### src/rtl/alsu_gen2.sv
// Registered ALSU: one request at a time, multi-cycle signed shift-add multiply, sticky error LEDs.
// Optional build macro ALSU_SAT_ADD_EN clamps ADD results to the signed WIDTH-bit range.
module alsu_gen2 #(
   parameter int WIDTH          = 3,
   parameter     FULL_ADDER     = "ON",
   parameter     INPUT_PRIORITY = "A"
) (
   input  logic                 clk,
   input  logic                 reset,
   input  logic                 in_valid,
   output logic                 in_ready,
   input  logic [WIDTH-1:0]     A,
   input  logic [WIDTH-1:0]     B,
   input  logic                 cin,
   input  logic                 serial_in,
   input  logic                 direction,
   input  logic                 red_op_A,
   input  logic                 red_op_B,
   input  logic                 bypass_A,
   input  logic                 bypass_B,
   input  logic [2:0]           opcode,
   output logic [2*WIDTH-1:0]   out,
   output logic                 out_valid,
   output logic [15:0]          leds
);
   localparam int OW = 2 * WIDTH;
   localparam int CW = $clog2(WIDTH);
   localparam logic [2:0] OP_OR = 3'd0, OP_XOR = 3'd1, OP_ADD = 3'd2, OP_MULT = 3'd3,
                          OP_SHIFT = 3'd4, OP_ROTATE = 3'd5;
   localparam bit   PRIO_A = (INPUT_PRIORITY == "A");
   localparam logic CIN_EN = (FULL_ADDER == "ON");

   typedef enum logic [1:0] {IDLE, EXEC, MULT, ERR} state_t;
   state_t state_reg, state_next;

   logic [WIDTH-1:0] a_reg, b_reg, mplier_reg;
   logic [2:0]       opcode_reg;
   logic             cin_reg, serial_in_reg, direction_reg;
   logic             red_a_reg, red_b_reg, bypass_a_reg, bypass_b_reg;
   logic [OW-1:0]    acc_reg, mcand_reg, out_reg;
   logic [CW-1:0]    cnt_reg;
   logic             out_valid_reg, err_reg;
   logic [15:0]      leds_reg;

   logic             accept, req_invalid, bypass_hit, mult_last;
   logic [OW-1:0]    a_ext, b_ext, bypass_val, add_val, exec_val, mult_term, acc_next;
   logic [WIDTH:0]   sum;
`ifdef ALSU_SAT_ADD_EN
   logic [WIDTH-1:0] sat_val;
`endif

   assign in_ready  = (state_reg == IDLE);
   assign accept    = in_valid & in_ready;
   assign out       = out_reg;
   assign out_valid = out_valid_reg;
   assign leds      = leds_reg;

   // Reduction flags are only meaningful for the bitwise opcodes.
   assign req_invalid = (opcode > OP_ROTATE) ||
                        ((red_op_A | red_op_B) && (opcode != OP_OR) && (opcode != OP_XOR));

   assign a_ext      = {{WIDTH{a_reg[WIDTH-1]}}, a_reg};
   assign b_ext      = {{WIDTH{b_reg[WIDTH-1]}}, b_reg};
   assign bypass_hit = bypass_a_reg | bypass_b_reg;
   assign bypass_val = (bypass_a_reg && (PRIO_A || !bypass_b_reg)) ? a_ext : b_ext;

   assign sum = {a_reg[WIDTH-1], a_reg} + {b_reg[WIDTH-1], b_reg} +
                {{WIDTH{1'b0}}, cin_reg & CIN_EN};

`ifdef ALSU_SAT_ADD_EN
   always_comb begin
      sat_val = sum[WIDTH-1:0];
      if (sum[WIDTH] != sum[WIDTH-1])
         sat_val = sum[WIDTH] ? {1'b1, {(WIDTH-1){1'b0}}} : {1'b0, {(WIDTH-1){1'b1}}};
   end
   assign add_val = {{WIDTH{sat_val[WIDTH-1]}}, sat_val};
`else
   assign add_val = {{(WIDTH-1){sum[WIDTH]}}, sum};
`endif

   always_comb begin
      exec_val = '0;
      case (opcode_reg)
         OP_OR: begin
            if (red_a_reg)      exec_val = {{(OW-1){1'b0}}, |a_reg};
            else if (red_b_reg) exec_val = {{(OW-1){1'b0}}, |b_reg};
            else                exec_val = a_ext | b_ext;
         end
         OP_XOR: begin
            if (red_a_reg)      exec_val = {{(OW-1){1'b0}}, ^a_reg};
            else if (red_b_reg) exec_val = {{(OW-1){1'b0}}, ^b_reg};
            else                exec_val = a_ext ^ b_ext;
         end
         OP_ADD:    exec_val = add_val;
         OP_SHIFT:  exec_val = direction_reg ? {out_reg[OW-2:0], serial_in_reg}
                                             : {serial_in_reg, out_reg[OW-1:1]};
         OP_ROTATE: exec_val = direction_reg ? {out_reg[OW-2:0], out_reg[OW-1]}
                                             : {out_reg[0], out_reg[OW-1:1]};
         default:   exec_val = '0;
      endcase
      if (bypass_hit) exec_val = bypass_val;
   end

   // Two's-complement multiplier: the sign bit of B carries negative weight, so the last step subtracts.
   assign mult_last = (cnt_reg == CW'(WIDTH - 1));
   assign mult_term = mplier_reg[0] ? mcand_reg : '0;
   assign acc_next  = mult_last ? (acc_reg - mult_term) : (acc_reg + mult_term);

   always_comb begin
      state_next = state_reg;
      case (state_reg)
         IDLE: if (accept) begin
            if (req_invalid)             state_next = ERR;
            else if (opcode == OP_MULT)  state_next = MULT;
            else                         state_next = EXEC;
         end
         MULT:    if (mult_last) state_next = IDLE;
         EXEC:    state_next = IDLE;
         ERR:     state_next = IDLE;
         default: state_next = IDLE;
      endcase
   end

   always_ff @(posedge clk) begin
      if (reset) begin
         state_reg     <= IDLE;
         a_reg         <= '0;
         b_reg         <= '0;
         opcode_reg    <= '0;
         cin_reg       <= 1'b0;
         serial_in_reg <= 1'b0;
         direction_reg <= 1'b0;
         red_a_reg     <= 1'b0;
         red_b_reg     <= 1'b0;
         bypass_a_reg  <= 1'b0;
         bypass_b_reg  <= 1'b0;
         acc_reg       <= '0;
         mcand_reg     <= '0;
         mplier_reg    <= '0;
         cnt_reg       <= '0;
         out_reg       <= '0;
         out_valid_reg <= 1'b0;
         err_reg       <= 1'b0;
         leds_reg      <= '0;
      end else begin
         state_reg     <= state_next;
         out_valid_reg <= 1'b0;
         if (accept) begin
            a_reg         <= A;
            b_reg         <= B;
            opcode_reg    <= opcode;
            cin_reg       <= cin;
            serial_in_reg <= serial_in;
            direction_reg <= direction;
            red_a_reg     <= red_op_A;
            red_b_reg     <= red_op_B;
            bypass_a_reg  <= bypass_A;
            bypass_b_reg  <= bypass_B;
            acc_reg       <= '0;
            mcand_reg     <= {{WIDTH{A[WIDTH-1]}}, A};
            mplier_reg    <= B;
            cnt_reg       <= '0;
         end
         case (state_reg)
            EXEC: begin
               out_reg       <= exec_val;
               out_valid_reg <= 1'b1;
            end
            MULT: begin
               acc_reg    <= acc_next;
               mcand_reg  <= mcand_reg << 1;
               mplier_reg <= mplier_reg >> 1;
               cnt_reg    <= cnt_reg + CW'(1);
               if (mult_last) begin
                  out_reg       <= bypass_hit ? bypass_val : acc_next;
                  out_valid_reg <= 1'b1;
               end
            end
            ERR: begin
               out_reg       <= '0;
               out_valid_reg <= 1'b1;
            end
            default: ;
         endcase
         // Error LEDs blink from the error edge until a valid request is taken.
         if (accept && !req_invalid) begin
            err_reg  <= 1'b0;
            leds_reg <= '0;
         end else if (state_reg == ERR) begin
            err_reg  <= 1'b1;
            leds_reg <= '1;
         end else if (err_reg) begin
            leds_reg <= ~leds_reg;
         end else begin
            leds_reg <= '0;
         end
      end
   end
endmodule

### config.mk
export PLATFORM = sky130hd
export DESIGN_NAME = alsu_gen2
export DESIGN_NICKNAME = d
export VERILOG_FILES = /design/src/rtl/alsu_gen2.sv
export SDC_FILE = /design/constraint.sdc
export NUM_CORES = 1
export LEC_CHECK = 0
export ABC_AREA = 1
export CORE_MARGIN = 5
export CORE_UTILIZATION = 25
export CTS_BUF_LIST = sky130_fd_sc_hd__clkbuf_4 sky130_fd_sc_hd__clkbuf_8 sky130_fd_sc_hd__clkbuf_16
export DETAILED_ROUTE_END_ITERATION = 8
export PLACE_DENSITY = 0.48
export SKIP_CTS_REPAIR_TIMING = 1
export SLEW_MARGIN = 25
export SYNTH_ARGS = -nofsm -noshare
export SYNTH_HDL_FRONTEND = slang
export SYNTH_SLANG_ARGS = --single-unit
### constraint.sdc
create_clock -name clk -period 2.6 [get_ports clk]
set_input_delay 0.52 -clock clk [delete_from_list [all_inputs] [get_ports clk]]
set_output_delay 0.52 -clock clk [all_outputs]
set_load 0.02 [all_outputs]
# After elaboration in Yosys (flattened, before gate mapping)
# Index checks and enable logic that the tools add are counted.
classes:
  addsub: 5
  n_eq_ne: 12
  reduce_logical: 19
  bitwise: 6
  magnitude_cmp: 1
  mux: 31
ops:
  columns: ["op", "n"]
  rows:
  - ["$mux W6", 16]
  - ["$mux W16", 2]
  - ["$pmux W6 S5", 1]
  - ["$pmux W6 S3", 1]
  - ["$mux W2", 8]
  - ["$not A16 Y16", 1]
  - ["$add A6 B6 Y6", 1]
  - ["$eq A2 B2 Y1 const B", 3]
  - ["$eq A3 B2 Y1 const B", 2]
  - ["$eq A3 B3 Y1 const B", 2]
  - ["$or A6 B6 Y6", 1]
  - ["$pmux W2 S3", 1]
  - ["$reduce_bool A3 Y1", 2]
  - ["$reduce_or A2 Y1", 3]
  - ["$reduce_or A3 Y1", 2]
  - ["$reduce_xor A3 Y1", 2]
  - ["$sub A6 B6 Y6", 1]
  - ["$xor A6 B6 Y6", 1]
  - ["$add A3 B3 Y4", 1]
  - ["$add A4 B1 Y4", 1]
  - ["$reduce_and A2 Y1", 2]
  - ["$eq A3 B1 Y1 const B", 1]
  - ["$gt A3 B3 Y1 const B", 1]
  - ["$logic_and A1 B1 Y1", 3]
  - ["other kinds (14)", 15]
word_totals:
  out_inout_bits: 24
  in_bits: 19
  wordCells: 95
  ff_bits: 59

# Longest topological paths before layout
depth:
  ltp_word: 7
  depth_mapped: 16

# Least setup slack after synthesis
# OpenSTA, ideal clock, no wires.
synth_timing:
  path_type: "register -> register"
  from: "reg mplier_reg[0]"
  to: "reg acc_reg[4]"
  t_arrival_ps: 2082
  required_ps: 2529
  path_slack_ps: 447
  path_stages_with_launch: 10
  period_less_slack_ps: 2153
  cell_sequence: "dfxtp_1 -> nand2_1 -> ha_1 -> nand2_1 -> o21ai_0 -> fa_1 -> o21ai_0 -> xnor2_1 -> or2_2 -> a21oi_1"
synth_between:
  elab_chain_cells: 4
  elab_cells_between_ends: 5
  cone_classes: "2 x add/sub; 3 x mux"
synth_lines:
  columns: ["item", "line_no", "source"]
  rows:
  - ["from (decl)", "36", "logic [WIDTH-1:0] a_reg, b_reg, mplier_reg;"]
  - ["from (signal assigned)", "172", "mplier_reg <= mplier_reg >> 1;"]
  - ["$mux W6 (*)", "106", "assign mult_term = mplier_reg[0] ? mcand_reg : '0;"]
  - ["$add A6 B6 Y6 or $sub A6 B6 Y6 (tied branches)", "107", "assign acc_next = mult_last ? (acc_reg - mult_term) : (acc_reg + mult_term);"]
  - ["$mux W6 (*)", "107", null]
  - ["$mux W6 (*)", "164", "case (state_reg)"]
  - ["to (signal assigned)", "170", "acc_reg <= acc_next;"]
  - ["to (decl)", "40", "logic [OW-1:0] acc_reg, mcand_reg, out_reg;"]
# Mark *: on every way between the ends. The rest lies on a longest branch, timed or not.
# A chain may end at the register's enable or synchronous reset.

# Worst setup path after layout
# Ends and elaborated chain as after synthesis.

==> reports/qor.yml <==
hold_path:
  hold_class: "reg -> reg"
die:
  io-pin-count: 43
  coreArea_um2: 11500
  die_h_um: 119
  die_w_um: 119
  die_area_um2: 14200
  rows: 39
  initial_utilization_pct: 25.8
clock_tree:
  clock-sinks: 59
  clock_path_buffers: 2
  numCtsBuffers: 9
  htreeDepth: 3
  cts_tree: "built"
  cts_root_buffer: "clkbuf_16"
  insertion_delay_ps: 330
  cts.clk_slew.worst_paths_ps: 50
synth:
  yosys_warnings: 0
  yosys.area.top_type: "dfxtp_1"
  synth_cells: 412
  syn-cell-area_um2: 2970
  synth-seq-cells: 59
  yosysUniqueCellTypes: 31
  synth_top_area_share_pct: 39.7
  synth_area_leaders: "dfxtp_1 (40%), nand2_1 (11%), a21oi_1 (9.1%), inv_1 (6.3%), ha_1 (5.5%)"
  syn_avg_cell_area_um2: 7.22
  yosysMostFrequentCell: "nand2_1"
  netlist_top_cells_count: "nand2_1 (89), dfxtp_1 (59), a21oi_1 (54)"
  ys_async_sr_fraction_pct: 0
  synth_edf_count: 0
  ys_seq_area_share_pct: 39.7
  synth_nets: 447
  synthFlopType: "dfxtp_1"
sta:
  tightestPinTransition_ps: 736
  clock.fmax_mhz: 444
  fin_tns_setup_ps: 0
  rsz0062_at_grt: "no"
  timing.final.crit_share_pct: 86.7
  period_minus_slack_ps: 2250
  finalSetupViolations: 0
  skew_ps: 7.50
  whs_ps: 425
  slew_headroom_pct: 50.9
  drv_slew: 0
  finalHoldViolCount: 0
placement:
  port-buffer-count: 42
  place_hpwl_um: 6050
  place.gp.congestion: 0.844
setup_path:
  cp_data_required_time_ps: 2860
  setup.worst_path.class: "reg -> reg"
  worstPathArrival_ps: 2510
  critPathLaunchType: "register"
  worstPathCellList: "nand2_1 -> ha_1 -> nand2_1 -> o21ai_0 -> fa_1 -> o21ai_0 -> xnor2_1 -> or2_2 -> a21oi_1"
  crit_path_max_incr_delay_ps: 460
  crit_fanout: 7
  slowest_stage: "fa_1"
  cp-end-kind: "register"
route:
  vias: 2759
  drc: 0
  drtAntennaViolNets: 0
  vias_per_cell: 4.54
  first_pass_iters: 4
  wl_per_cell_um: 12.9
  drt_iter0_markers: 110
  routed_wl_um: 7840
final_layout:
  largest_register_ffs: 16
  num_antenna_cells: 0
  area_growth_pct: 29.6
  nFillCells: 1260
  drive_above_1_share_pct: 8.39
  final_nets: 495
global_route:
  grt_pass1_vias: 2773
  grt_pass1_wl_um: 13200
  met3_usage_pct: 4.79
  globalRouteOverflowTotal: 0
  grt.busiest_layer: "met2"
  grt.met1_usage_pct: 14.9
  met2_usage_pct: 18.1
  grt_start_max_net_pins: 20
  grt_util_all_layers_pct: 11.7
  antenna_found_initial: 0
run:
  max-cap-violations: 0
outcome:
  status: "complete, no violations"
pwr:
  leakage_nw: 1.63
  ir_drop_uv: 266
  powerDensity_nw_per_um2: 685
[layout by cell type, fill, tap and decap left out, types with 2 or more instances in the layout]
| master | netlist | final |
|---|---|---|
| a31oi_1 | 4 | 4 |
| nand2_1 | 89 | 89 |
| o21ai_1 | 3 | 3 |
| a21oi_1 | 54 | 54 |
| xor2_1 | 4 | 4 |
| clkdlybuf4s50_1 | 0 | 42 |
| or2_2 | 5 | 5 |
| o211ai_1 | 3 | 3 |
| nand3_1 | 15 | 15 |
| dfxtp_1 | 59 | 58 |
| ha_1 | 13 | 13 |
| clkinvlp_4 | 0 | 2 |
| o21bai_1 | 2 | 2 |
| inv_2 | 3 | 3 |
| xnor2_1 | 4 | 4 |
| inv_1 | 50 | 50 |
| nor3_1 | 3 | 3 |
| o21ai_2 | 2 | 2 |
| clkbuf_16 | 0 | 9 |
| o21ai_0 | 31 | 31 |
| a221oi_1 | 4 | 4 |
| nor2_1 | 39 | 39 |
| nor2_4 | 3 | 3 |
| a211oi_1 | 3 | 3 |
| buf_4 | 1 | 6 |
| fa_1 | 3 | 3 |
[worst max-delay path: cells and delay by family, from the launching register on]
family	cells	cell delay, ps
flip-flops	1	380
XOR/XNOR	1	110
AND/OR/NAND/NOR	3	450
adder cells (fa/ha/maj)	2	760
AO/OA/AOI/OAI	3	470
[path summary, 6_finish.rpt]
check / from / endpoint / slack, ps / depth (start not counted)
worst min register to register: leds[0]$_SDFF_PP0_ / leds[0]$_SDFF_PP0_ / 430 / 1
worst max-delay path: mplier_reg[0]$_SDFFE_PP0P_ / acc_reg[4]$_SDFFE_PP0P_ / 350 / 9
worst min-delay path: leds[0]$_SDFF_PP0_ / leds[0]$_SDFF_PP0_ / 430 / 1
worst max register to register: mplier_reg[0]$_SDFFE_PP0P_ / acc_reg[4]$_SDFFE_PP0P_ / 350 / 9
[cell type report]
type / instances / area, um^2 / area share [%]
multi-input combinational: 289 / 1540 / 40.1
sequential: 59 / 1180 / 30.7
timing repair buffer: 48 / 465 / 12.1
clock buffer: 11 / 246 / 6.40
inverter: 53 / 199 / 5.16
tap: 143 / 179 / 4.64
clock inverter: 5 / 37.5 / 0.974
[through the flow]
stage                     std cells  worst slack, ps  power (W)  area (um^2)  util (%)
after CTS                       608              254    0.00268         3850      33.5
after floorplan                 412              447    0.00137         2970         -
after global placement          592              299    0.00154         3570      31.0
after global routing            608             99.9    0.00280         3850      33.5
after detailed placement        592              275    0.00154         3570      31.0
final                           608              347    0.00264         3850      33.5
[kinds of logic after synthesis]
logic type / share of synthesized area [%]
buffers and inverters: 8.37
and+or+nand+nor: 22.3
xor gates and xnor gates: 2.36
adders and majority gates: 7.49
DFF: 39.7
AOI/OAI and AO/OA: 19.7
[routing by layer]
metal | vias up | share of wire (%)
li1 | 1445 | -
met1 | 1245 | 49
met2 | 59 | 43
met3 | 10 | 6.4
met4 | 0 | 1.4
met5 | - | 0
[report_power, final]
group          total [W]  internal [W]  switching (W)  leakage [nW]
Clock            0.00113      0.000684       0.000443         0.136
Sequential       0.00102      0.000966      0.0000584         0.482
Combinational   0.000490      0.000197       0.000293          1.01
Total            0.00264       0.00185       0.000794          1.63
Power figures use the tool's default switching activity.
